`src/rtl/accum_seq_pkg.sv`:
```
// ============================================================================
// Module   : accum_seq_pkg
// Brief    : Shared width default, FSM state encoding and datapath mux selects.
// Revision : 1.0
// ============================================================================
`default_nettype none

package accum_seq_pkg;

    localparam int WIDTH_DEF = 5;

    typedef enum logic [1:0] {
        ST_IDLE = 2'd0,
        ST_LOAD = 2'd1,
        ST_ADD  = 2'd2,
        ST_DONE = 2'd3
    } state_e;

    localparam logic [1:0] SEL_HOLD = 2'b00;
    localparam logic [1:0] SEL_ADD  = 2'b01;

endpackage : accum_seq_pkg

`default_nettype wire

```
`src/rtl/accum_seq_accum_unit.sv`:
```
// ============================================================================
// Module   : accum_unit
// Brief    : Accumulator register with clear/load, carry-out adder and >= compare.
// Revision : 1.0
// ============================================================================
`default_nettype none

module accum_unit #(
    parameter int WIDTH = 5
) (
    input  logic             clk,
    input  logic             rst_n,
    input  logic             clr_i,
    input  logic             ld_i,
    input  logic [WIDTH-1:0] addend_i,
    input  logic [WIDTH-1:0] limit_i,
    output logic [WIDTH-1:0] acc_o,
    output logic             carry_o,
    output logic             ge_o
);

    logic [WIDTH-1:0] acc_q;
    logic [WIDTH-1:0] acc_d;
    logic [WIDTH:0]   sum_w;

    assign sum_w   = {1'b0, acc_q} + {1'b0, addend_i};
    assign carry_o = sum_w[WIDTH];
    // Compare the truncated sum so the FSM can decide termination in the same cycle it loads.
    assign ge_o    = (sum_w[WIDTH-1:0] >= limit_i);
    assign acc_o   = acc_q;

    always_comb begin
        acc_d = acc_q;
        if (clr_i) begin
            acc_d = '0;
        end else if (ld_i) begin
            acc_d = sum_w[WIDTH-1:0];
        end
    end

    always_ff @(posedge clk or negedge rst_n) begin
        if (!rst_n) begin
            acc_q <= '0;
        end else begin
            acc_q <= acc_d;
        end
    end

endmodule : accum_unit

`default_nettype wire

```
`src/rtl/accum_seq.sv`:
```
// ============================================================================
// Module   : accum_seq
// Brief    : Tick-paced repeated-addition sequencer with overflow/zero detection.
// Revision : 1.0
// ============================================================================
`default_nettype none

module accum_seq
    import accum_seq_pkg::*;
#(
    parameter int WIDTH = WIDTH_DEF
) (
    input  logic             CLOCK_50,
    input  logic             RESET_N,
    input  logic             tick,
    input  logic             start,
    input  logic [WIDTH-1:0] a,
    input  logic [WIDTH-1:0] limit,
    output logic [WIDTH-1:0] acc,
    output logic [WIDTH-1:0] steps,
    output logic [1:0]       sel,
    output logic             load,
    output logic             busy,
    output logic             done,
    output logic             ovf,
    output logic             zero_err
);

    state_e           state_q, state_d;
    logic [WIDTH-1:0] a_q, a_d;
    logic [WIDTH-1:0] lim_q, lim_d;
    logic [WIDTH-1:0] steps_q, steps_d;
    logic             ovf_q, ovf_d;
    logic             zerr_q, zerr_d;
    logic             load_q, load_d;

    logic             unit_clr_w;
    logic             unit_ld_w;
    logic             carry_w;
    logic             ge_w;

    accum_unit #(
        .WIDTH (WIDTH)
    ) u_accum_unit (
        .clk      (CLOCK_50),
        .rst_n    (RESET_N),
        .clr_i    (unit_clr_w),
        .ld_i     (unit_ld_w),
        .addend_i (a_q),
        .limit_i  (lim_q),
        .acc_o    (acc),
        .carry_o  (carry_w),
        .ge_o     (ge_w)
    );

    always_comb begin
        state_d    = state_q;
        a_d        = a_q;
        lim_d      = lim_q;
        steps_d    = steps_q;
        ovf_d      = ovf_q;
        zerr_d     = zerr_q;
        load_d     = 1'b0;
        unit_clr_w = 1'b0;
        unit_ld_w  = 1'b0;

        unique case (state_q)
            ST_IDLE, ST_DONE: begin
                if (start) begin
                    a_d     = a;
                    lim_d   = limit;
                    state_d = ST_LOAD;
                end
            end
            ST_LOAD: begin
                unit_clr_w = 1'b1;
                steps_d    = '0;
                ovf_d      = 1'b0;
                zerr_d     = 1'b0;
                if (lim_q == '0) begin
                    state_d = ST_DONE;
                end else if (a_q == '0) begin
                    zerr_d  = 1'b1;
                    state_d = ST_DONE;
                end else begin
                    state_d = ST_ADD;
                end
            end
            ST_ADD: begin
                if (tick) begin
                    if (carry_w) begin
                        ovf_d   = 1'b1;
                        state_d = ST_DONE;
                    end else begin
                        unit_ld_w = 1'b1;
                        steps_d   = steps_q + WIDTH'(1);
                        load_d    = 1'b1;
                        if (ge_w) begin
                            state_d = ST_DONE;
                        end
                    end
                end
            end
            default: state_d = ST_IDLE;
        endcase
    end

    always_ff @(posedge CLOCK_50 or negedge RESET_N) begin
        if (!RESET_N) begin
            state_q <= ST_IDLE;
            a_q     <= '0;
            lim_q   <= '0;
            steps_q <= '0;
            ovf_q   <= 1'b0;
            zerr_q  <= 1'b0;
            load_q  <= 1'b0;
        end else begin
            state_q <= state_d;
            a_q     <= a_d;
            lim_q   <= lim_d;
            steps_q <= steps_d;
            ovf_q   <= ovf_d;
            zerr_q  <= zerr_d;
            load_q  <= load_d;
        end
    end

    // load is registered, so it is visible in the cycle the new acc value appears.
    assign load     = load_q;
    assign steps    = steps_q;
    assign ovf      = ovf_q;
    assign zero_err = zerr_q;
    assign sel      = (state_q == ST_ADD) ? SEL_ADD : SEL_HOLD;
    assign busy     = (state_q == ST_LOAD) || (state_q == ST_ADD);
    assign done     = (state_q == ST_DONE);

endmodule : accum_seq

`default_nettype wire

```
`config.mk`:
```
export PLATFORM = sky130hd
export DESIGN_NAME = accum_seq
export DESIGN_NICKNAME = d
export VERILOG_FILES = /design/src/rtl/accum_seq_pkg.sv /design/src/rtl/accum_seq_accum_unit.sv /design/src/rtl/accum_seq.sv
export SDC_FILE = /design/constraint.sdc
export NUM_CORES = 1
export LEC_CHECK = 0
export ABC_CLOCK_PERIOD_IN_PS = 2600
export CORE_UTILIZATION = 50
export DETAILED_ROUTE_END_ITERATION = 8
export PLACE_DENSITY = 0.76
export SYNTH_ARGS = -nofsm -noshare
export SYNTH_HDL_FRONTEND = slang
export SYNTH_SLANG_ARGS = --single-unit
export TNS_END_PERCENT = 1
```
`constraint.sdc`:
```
create_clock -name CLOCK_50 -period 2.6 [get_ports CLOCK_50]
set_input_delay 0.52 -clock CLOCK_50 [delete_from_list [all_inputs] [get_ports CLOCK_50]]
set_output_delay 0.52 -clock CLOCK_50 [all_outputs]
set_load 0.01 [all_outputs]
```
# ---- After elaboration in Yosys (flattened, before gate mapping)
# Cells that the tools add are included.
dict set report totals {
  regBits 25
  output_inout_bits 17
  input_bits 14
}
dict set report classes {
  addsub 2
  n_eq_ne 8
  reduce_logical 11
  mux 22
  n_lt_le_gt_ge 1
}
# operator n
set op_table {}
lappend op_table {{$mux W5} 4}
lappend op_table {{$mux W1} 11}
lappend op_table {{$logic_not A5 Y1} 2}
lappend op_table {{$pmux W5 S2} 1}
lappend op_table {{$reduce_and A3 Y1} 3}
lappend op_table {{$mux W2} 4}
lappend op_table {{$add A5 B5 Y6} 1}
lappend op_table {{$ne A2 B2 Y1 const B} 3}
lappend op_table {{$pmux W2 S3} 1}
lappend op_table {{$add A5 B1 Y5 const B} 1}
lappend op_table {{$ge A5 B5 Y1} 1}
lappend op_table {{$eq A2 B2 Y1 const B} 2}
lappend op_table {{$reduce_bool A2 Y1} 2}
lappend op_table {{$ne A3 B2 Y1 const B} 1}
lappend op_table {{$eq A2 B1 Y1 const B} 1}
lappend op_table {{$logic_not A2 Y1} 1}
lappend op_table {{$ne A2 B1 Y1 const B} 1}
lappend op_table {{$pmux W1 S2} 1}
lappend op_table {{$reduce_and A2 Y1} 1}
lappend op_table {{$reduce_or A2 Y1} 1}
lappend op_table {{$logic_or A1 B1 Y1} 1}

# ---- Depth between registers and ports, before layout
# Gate-level depths: netlist of run 1.
dict set report logic_depth {
  depth_word 6
  depth_mapped 12
}

# ---- Hierarchy
# Synthesis of run 1 repeated with hierarchy kept, for this count alone.
dict set report hier_totals {
  hier_cells 135
  hier_area_um2 1436.4
}
# module area_each_um2 cells_each seq_area_each_um2 instances
set modules_own_cells {}
lappend modules_own_cells {accum_seq 918.4 77 500.5 1}
lappend modules_own_cells {accum_unit 518.0 58 125.1 1}

# ---- Least setup slack after synthesis of run 1
# No wires, ideal clock.
dict set report synth_path {
  kind {register to register}
  from {register u_accum_unit.acc_q[0] (netlist: u_accum_unit.acc_o[0])}
  to {register state_q[1]}
  path_stages_with_launch 13
  synth_period_minus_slack_ns 2.385
  arrival_time_ns 2.264
  path_slack_ns 0.215
  path_buffers 0
  cell_sequence {dfrtp_1 ha_1 inv_1 fa_1 inv_1 a21o_1 a21oi_1 xnor2_1 ha_1 nand3_1 o211ai_1 nand3_1 a32o_1}
}
dict set report synth_between {
  elab_chain_len 4
}
# element line
set synth_lines {}
lappend synth_lines {{from (decl)} accum_seq_accum_unit.sv:22} ;# logic [WIDTH-1:0] acc_q;
lappend synth_lines {{from (signal assigned)} accum_seq_accum_unit.sv:43} ;# acc_q <= '0;
lappend synth_lines {{from (signal assigned)} accum_seq_accum_unit.sv:45} ;# acc_q <= acc_d;
lappend synth_lines {{$add A5 B5 Y6 (*)} accum_seq_accum_unit.sv:26} ;# assign sum_w = {1'b0, acc_q} + {1'b0, addend_i};
lappend synth_lines {{$ge A5 B5 Y1 or $mux W2 (tied branches)} {accum_seq_accum_unit.sv:29, accum_seq.sv:91}}
lappend synth_lines {{$ne A3 B2 Y1 (no line) or $mux W2 (tied branches)} --}
lappend synth_lines {{$reduce_and A3 Y1 (no line) or $pmux W2 S3 (tied branches)} --}
lappend synth_lines {{to (signal assigned)} accum_seq.sv:118} ;# state_q <= state_d;
lappend synth_lines {{to (decl)} accum_seq.sv:29} ;# state_e state_q, state_d;
# Mark *: on every way between the ends. The rest lies on a longest branch, timed or not. The select of a mux whose other input is x is not followed.
# A chain may end at the register's enable or synchronous reset.

# ---- Worst setup path after layout of run 1
dict set report layout_path {
  from {register u_accum_unit.acc_q[1] (netlist: u_accum_unit.acc_o[1])}
  to {register state_q[1]}
}
# The elaborated chain is that of the path after synthesis.

==> results of run 1 <==
[path summary, 6_finish.rpt]
path / start / to / slack [ns] / cells past startpoint
worst max register to register: u_accum_unit.acc_o[1]$_DFFE_PN0P_ / state_q[1]$_DFFE_PN0P_ / 0.13 / 9
worst max-delay path: u_accum_unit.acc_o[1]$_DFFE_PN0P_ / state_q[1]$_DFFE_PN0P_ / 0.13 / 9
max in group asynchronous: RESET_N / steps[1]$_DFFE_PN0P_ / 1.81 / 2
min in group asynchronous: RESET_N / lim_q[0]$_DFFE_PN0P_ / 0.55 / 2
worst min register to register: steps[4]$_DFFE_PN0P_ / steps[4]$_DFFE_PN0P_ / 0.50 / 1
worst min-delay path: steps[4]$_DFFE_PN0P_ / steps[4]$_DFFE_PN0P_ / 0.50 / 1
[power groups by stage]
stage / registers [mW] / logic, mW / clock network, mW
6_report: 0.683 / 1.38 / 0.178
5_1_grt: 0.707 / 1.54 / 0.204
4_1_cts: 0.676 / 1.32 / 0.181
3_5_place_dp: 0.686 / 1.30 / 0
3_3_place_gp: 0.673 / 1.27 / 0
2_1_floorplan: 0.676 / 0.930 / 0
[area by class of cell]
class	count	area, um2	share of cell area [%]
clock buffers	3	22.5	1.24
clock inverters	1	5.00	0.276
inverters	16	62.6	3.45
multi-input cells	92	746	41.1
flip-flops and latches	25	626	34.5
well taps	31	38.8	2.14
repair buffers	32	313	17.3
[sequential cells by signal, indices dropped and copies added (netlist names)]
signal,count
zero_err,1
u_accum_unit.acc_o,5
ovf,1
lim_q,5
steps,5
load,1
state_q,2
a_q,5
[critical path: cells and delay by family (launching register included)]
family,cells,cell delay [ns]
flops,1,0.45
xor+xnor,1,0.16
fa+ha+maj,2,0.63
compound gates,6,1.13
[Yosys cell counts (2+ instances only)]
library cell                n
sky130_fd_sc_hd__a211oi_2   2
sky130_fd_sc_hd__a21o_1     3
sky130_fd_sc_hd__a21oi_1    9
sky130_fd_sc_hd__a31oi_1    2
sky130_fd_sc_hd__and3_1     2
sky130_fd_sc_hd__buf_4      2
sky130_fd_sc_hd__dfrtp_1   25
sky130_fd_sc_hd__ha_1      14
sky130_fd_sc_hd__inv_1     15
sky130_fd_sc_hd__mux2_2    10
sky130_fd_sc_hd__mux2i_1    2
sky130_fd_sc_hd__nand2_1   12
sky130_fd_sc_hd__nand2b_1   5
sky130_fd_sc_hd__nand3_1    6
sky130_fd_sc_hd__nor2_1     6
sky130_fd_sc_hd__o211ai_1   2
sky130_fd_sc_hd__xnor2_1    4
[stage by stage]
step / setup WS, ns / cell area (um2) / hold slack, ns / utilization (%) / instances
after floorplan: 0.215 / 1450 / 0.224 / - / 137
after global placement: 0.196 / 1750 / 0.469 / 63.5 / 194
after detailed placement: 0.108 / 1750 / 0.482 / 63.5 / 194
after CTS: 0.0705 / 1780 / 0.500 / 64.5 / 198
after global routing: 0.0232 / 1810 / 0.526 / 65.7 / 200
final: 0.129 / 1810 / 0.497 / 65.7 / 200
[repair_timing]
action                     CTS  global route
buffers inserted             0             2
resized for setup            0             4
setup endpoints to repair    0             2
[cells by family after synthesis]
family | count (synthesis) | synth area share [%]
DFF | 25 | 43.0
other | 1 | 0.258
AOI/OAI and AO/OA | 22 | 11.4
adders and majority gates | 15 | 13.4
xor gates and xnor gates | 5 | 3.01
muxes | 12 | 9.12
and+or+nand+nor | 37 | 12.8
buffers and inverters | 20 | 6.97
[layer usage]
metal  GRT usage [%]  wire, um  vias up  part of all wire [%]
met4            5.23        40        0                   1.4
met1            26.3      1260      533                    43
met5               0         0        -                     0
li1                -         -      534                     -
met2            35.6      1500       31                    51
met3            2.56       123        6                   4.2
==> impl_summary.log, run 1 <==
INFO  metric h_tree_depth = 1
INFO  metric buffer_ports.inserted = 29
INFO  metric asyncSetResetFlopFracSynth = 100%
INFO  metric floorplan.io_pins = 31
INFO  metric via_count = 1104
INFO  metric yosysUniqueCellTypes = 33
INFO  metric final_period_minus_worst_setup_slack = 2.47 ns
INFO  metric area_growth_syn_to_layout = 24.7%
INFO  metric worst_path_largest_cell_delay = 0.45 ns
INFO  metric initialDrtViolationCount = 33
INFO  metric core = 0.00276 mm2
INFO  metric avgSynthCellArea = 10.6 um2
INFO  metric result_of_the_run = finished, final reports clean
INFO  metric ir_worst_vdd = 0.706 mV
INFO  metric p_switching = 929 uW
INFO  metric power.leakage = 0.867 nW
INFO  metric global_route.usage.total = 20.2%
INFO  metric cts.root.buffer_cell = sky130_fd_sc_hd__clkbuf_4
INFO  metric hold_class = flop to flop
INFO  metric insertion_delay = 0.32 ns
INFO  metric tritoncts = built
INFO  metric clk_pin_slew_worst_paths = 0.14 ns
INFO  metric maxSlewViolCount = 0
INFO  metric nNetsFinal = 199
INFO  metric totalWireLength = 2930 um
INFO  metric synthesis.nets = 166
INFO  metric start_util = 52.7%
INFO  metric worst-endpoint-required = 2.82 ns
INFO  metric worstSetupStartpointType = flop
INFO  metric final_hold_viols = 0
INFO  metric num_antenna_cells = 0
INFO  metric routed_via_density = 5.52
INFO  metric gp_congestion = 0.762
INFO  metric hpwl_dp = 2170 um
INFO  metric cts.sinks = 25
INFO  metric dominantRegCellSynth = sky130_fd_sc_hd__dfrtp_1
INFO  metric setup_viol_count_final = 0
INFO  metric grt.overflow.total = 0
INFO  metric grt_start_max_net_pins = 26
INFO  metric power.switching_fraction = 41.5%
INFO  metric synth_warnings = 0
INFO  metric commonest_cells_after_routing_fill_and_taps_aside = sky130_fd_sc_hd__clkdlybuf4s50_1 (29), sky130_fd_sc_hd__dfrtp_1 (25), sky130_fd_sc_hd__inv_1 (15)
INFO  metric mostFrequentLayoutCell = sky130_fd_sc_hd__clkdlybuf4s50_1
INFO  metric cp_data_arrival_time = 2.70 ns
INFO  metric first_global_vias = 1068
INFO  metric worst_clock_skew = 0.00628 ns
INFO  metric clock_power_share = 7.9%
INFO  metric detail_route.first_pass.iterations = 4
INFO  metric slowest_stage_cell_on_the_critical_path = sky130_fd_sc_hd__dfrtp_1
INFO  metric cp_cell_sequence = ha_1 > a21o_1 > a21oi_2 > xnor2_1 > ha_1 > a21o_1 > a21oi_1 > o211ai_1 > a32o_1
INFO  metric ant_nets = 0
INFO  metric maxCapViolCount = 0
INFO  metric synthCells = 137
INFO  metric drcViolationCount = 0
INFO  metric path_max_fanout = 4
INFO  metric endpoint_kind = flop
INFO  metric die_footprint = 0.00313 mm2
INFO  metric cts-hold-fix-buffers = 0
INFO  metric floorplan.die.height = 55.9 um
INFO  metric maxClockFrequency = 405 MHz
INFO  metric netlist_area = 0.00145 mm2
INFO  metric synth_enable_flop_cells = 0
INFO  metric first_pass_grt_wire_length = 4930 um
INFO  metric power-per-cell-area = 1240 mW/mm2
INFO  metric finalCritPeriodShare = 95.1%
INFO  metric ys_seq_elements = 25
INFO  metric cts_buffers = 3
INFO  metric comb_power_share = 61.6%
INFO  metric rows = 19
INFO  metric sequential_fraction_of_the_synthesis_area = 43.0%
INFO  metric layout_cells_sized_above_1 = 16.0%
INFO  metric avgRoutedWirePerCell = 14.7 um
INFO  metric die_w = 55.9 um
INFO  metric synth_top_cell_area_share = 43.0%
INFO  metric antenna_found_initial = 0
INFO  metric post-synth-top-area-cell = sky130_fd_sc_hd__dfrtp_1
INFO  metric yosys-top-cells-area = sky130_fd_sc_hd__dfrtp_1 (43%), sky130_fd_sc_hd__ha_1 (12%), sky130_fd_sc_hd__mux2_2 (7.7%)
INFO  metric critical_path_class = flop to flop
INFO  metric internal_power = 1.31 mW
INFO  metric overall_power_after_layout = 2.24 mW
INFO  metric cts_max_path_buffers = 2
INFO  metric final.setup.tns = 0 ns
INFO  metric rsz0062_at_grt = false
INFO  metric layout.filler_cells = 256
INFO  metric power_frac_seq = 30.4%
(Power assumes the default switching activity.)
==> run 2: changes to the inputs <==
--- a/config.mk
+++ b/config.mk
@@ -6,6 +6,7 @@
 export NUM_CORES = 1
 export LEC_CHECK = 0
 export ABC_CLOCK_PERIOD_IN_PS = 2600
+export CORE_MARGIN = 2
 export CORE_UTILIZATION = 50
 export DETAILED_ROUTE_END_ITERATION = 8
 export PLACE_DENSITY = 0.76
==> run 2 against run 1 <==
Net effect: count of clock-buffer cells in the layout up 1; flip-flop and latch count unchanged; sequential power about the same; core utilization shrank 0.73 points; global-route usage down 1.4 points; non-clock buffer count down 2; sequential share of layout area increased by 0.39 points; cell area is 1.1% lower; critical endpoint unchanged.
==> impl_summary.log, run 2 (synthesis results as in run 1) <==
INFO  metric critical_r2r_capture = state_q[1]$_DFFE_PN0P_
INFO  metric worst_clock_skew = 0.0150 ns (+0.00875 ns)
INFO  metric rows = 19 (unchanged)
INFO  metric totalWireLength = 2750 um (-6.1%)
INFO  metric ant_nets = 0 (unchanged)
INFO  metric result_of_the_run = finished, final reports clean
INFO  metric worst-endpoint-required = 2.83 ns (about the same)
INFO  metric finish.cell_count_without_fillers = 198 (-1.0%)
INFO  metric cts-resized-gates = 0 (unchanged)
INFO  metric insertion_delay = 0.32 ns (about the same)
INFO  metric ff2ff_path_depth = 12 (+3)
INFO  metric finalCritPeriodShare = 92.8% (-2.2 points)
INFO  metric floorplan.die.height = 57.9 um (+3.6%)
INFO  metric tritoncts = built
INFO  metric overall_power_after_layout = 2.17 mW (-3.4%)
INFO  metric die_footprint = 0.00336 mm2 (+7.3%)
INFO  metric cts_max_path_buffers = 2 (unchanged)
INFO  metric gp_congestion = 0.794 (+4.2%)
INFO  metric maxClockFrequency = 414 MHz (+2.4%)
INFO  metric via_count = 1088 (-1.4%)
INFO  metric power.leakage = 0.854 nW (-1.5%)
INFO  metric clk_pin_slew_worst_paths = 0.14 ns (about the same)
INFO  metric cts-hold-fix-buffers = 0 (unchanged)
INFO  metric antenna_found_initial = 0 (unchanged)
INFO  metric die_w = 57.9 um (+3.6%)
INFO  metric global_route.usage.total = 18.7% (-1.4 points)
INFO  metric worst_hold_slack = 0.484 ns (-0.0133 ns)
INFO  metric final_hold_viols = 0 (unchanged)
INFO  metric layout_cells_sized_above_1 = 13.8% (-2.2 points)
INFO  metric cp_data_arrival_time = 2.65 ns (-0.05 ns)
INFO  metric mostFrequentLayoutCell = sky130_fd_sc_hd__clkdlybuf4s50_1
INFO  metric maxSlewViolCount = 0 (unchanged)
INFO  metric cts.sinks = 25 (unchanged)
INFO  metric nNetsFinal = 197 (-1.0%)
INFO  metric commonest_cells_after_routing_fill_and_taps_aside = sky130_fd_sc_hd__clkdlybuf4s50_1 (29), sky130_fd_sc_hd__dfrtp_1 (25), sky130_fd_sc_hd__inv_1 (15)
INFO  metric buffer_ports.inserted = 29 (unchanged)
INFO  metric post_cts.repair.setup_buffers = 0 (unchanged)
INFO  metric rsz0062_at_grt = false
INFO  metric core = 0.00276 mm2 (unchanged)
INFO  metric cts.root.buffer_cell = sky130_fd_sc_hd__clkbuf_4
INFO  metric final_period_minus_worst_setup_slack = 2.41 ns (-0.0581 ns)
INFO  metric first_global_vias = 1071 (+0.28%)
INFO  metric num_antenna_cells = 0 (unchanged)
INFO  metric avgRoutedWirePerCell = 13.9 um (-5.1%)
INFO  metric setup_viol_count_final = 0 (unchanged)
INFO  metric placed_cells_incl_taps = 194 (unchanged)
INFO  metric start_util = 52.7% (unchanged)
INFO  metric grt_start_max_net_pins = 26 (unchanged)
INFO  metric h_tree_depth = 1 (unchanged)
INFO  metric grt.overflow.total = 0 (unchanged)
INFO  metric worstSetupStartpointType = flop
INFO  metric floorplan.io_pins = 31 (unchanged)
INFO  metric cts_buffers = 3 (unchanged)
INFO  metric layout.filler_cells = 228 (-11%)
INFO  metric maxCapViolCount = 0 (unchanged)
INFO  metric first_pass_grt_wire_length = 4750 um (-3.6%)
INFO  metric detail_route.first_pass.iterations = 4 (unchanged)
INFO  metric ir_worst_vdd = 0.752 mV (+6.5%)
INFO  metric routed_via_density = 5.49 (-0.45%)
INFO  metric worst_r2r_startpoint = a_q[0]$_DFFE_PN0P_
INFO  metric drcViolationCount = 0 (unchanged)
INFO  metric final_area = 0.00179 mm2 (-1.1%)
INFO  metric hpwl_dp = 2160 um (-0.49%)
INFO  metric r2r_slack = 0.19 ns (+0.06 ns)
INFO  metric startpoint = a_q[0]$_DFFE_PN0P_
INFO  metric endpoint_kind = flop
INFO  metric power-per-cell-area = 1210 mW/mm2 (-2.3%)
INFO  metric path_max_fanout = 3 (-1)
INFO  metric hold_class = flop to flop
INFO  metric final.setup.tns = 0 ns (unchanged)
INFO  metric critical_path_class = flop to flop
INFO  metric timing.critical_path.to = state_q[1]$_DFFE_PN0P_
INFO  metric detailed_place.area = 0.00175 mm2 (unchanged)
INFO  metric initialDrtViolationCount = 42 (+27%)
INFO  metric area_growth_syn_to_layout = 23.3%
run 2: cell count changes in the layout (fill, tap and decap cells not counted), sizes merged:
cell and change:
buf -2, clkbuf +1, clkinv -1
run 2: cell type report:
cell class | instances | area [um2] | share of cell area, %
inverter | 16 | 62.6 | 3.49
clock buffer | 4 | 26.3 | 1.47
timing repair buffer | 30 | 298 | 16.6
tap | 31 | 38.8 | 2.16
sequential | 25 | 626 | 34.9
multi-input combinational | 92 | 742 | 41.4
run 2: worst max-delay path: stages (launching register included):
cell	delay, ns
sky130_fd_sc_hd__dfrtp_1	0.43
sky130_fd_sc_hd__ha_4	0.17
sky130_fd_sc_hd__inv_1	0.05
sky130_fd_sc_hd__fa_2	0.34
sky130_fd_sc_hd__inv_1	0.06
sky130_fd_sc_hd__a21o_1	0.10
sky130_fd_sc_hd__a21oi_1	0.08
sky130_fd_sc_hd__xnor2_1	0.15
sky130_fd_sc_hd__ha_1	0.30
sky130_fd_sc_hd__nand3_1	0.07
sky130_fd_sc_hd__o211ai_1	0.26
sky130_fd_sc_hd__nand3_1	0.12
sky130_fd_sc_hd__a32o_1	0.20
run 2: per-layer routing:
metal / up-vias / wire, um / global-route usage (%)
met5: - / 0 / 0
met2: 37 / 1390 / 32.6
li1: 527 / - / -
met3: 8 / 161 / 5.13
met1: 516 / 1160 / 22.9
met4: 0 / 40 / 4.98
run 2: metrics by stage:
stage,util [%],setup slack (ns)
final,65.0,0.187
after global routing,65.0,0.0239
after CTS,64.5,0.126
after detailed placement,63.5,0.141
after global placement,63.5,0.197
after floorplan,-,0.215
run 2: how the worst min path moves through the flow:
stage | startpoint | end | slack [ns] | depth (start not counted)
after floorplan | RESET_N | a_q[0]$_DFFE_PN0P_ | 0.22 | 0
after global placement | steps[4]$_DFFE_PN0P_ | steps[4]$_DFFE_PN0P_ | 0.47 | 1
after detailed placement | steps[4]$_DFFE_PN0P_ | steps[4]$_DFFE_PN0P_ | 0.47 | 1
after CTS | steps[4]$_DFFE_PN0P_ | steps[4]$_DFFE_PN0P_ | 0.49 | 1
after global routing | steps[4]$_DFFE_PN0P_ | steps[4]$_DFFE_PN0P_ | 0.51 | 1
final | steps[4]$_DFFE_PN0P_ | steps[4]$_DFFE_PN0P_ | 0.48 | 1
run 2: where the power goes:
group	switching, mW	total [mW]	internal (mW)
registers	0.135	0.680	0.546
logic	0.637	1.31	0.674
clock network	0.114	0.174	0.0601
total	0.886	2.17	1.28
==> run 3: changes to the inputs <==
--- a/config.mk
+++ b/config.mk
@@ -9,6 +9,7 @@
 export CORE_MARGIN = 2
 export CORE_UTILIZATION = 50
 export DETAILED_ROUTE_END_ITERATION = 8
+export GPL_ROUTABILITY_DRIVEN = 0
 export PLACE_DENSITY = 0.76
 export SYNTH_ARGS = -nofsm -noshare
 export SYNTH_HDL_FRONTEND = slang
==> results of run 3 <==
Final layout, timing and power as in run 2 (identical DEF).
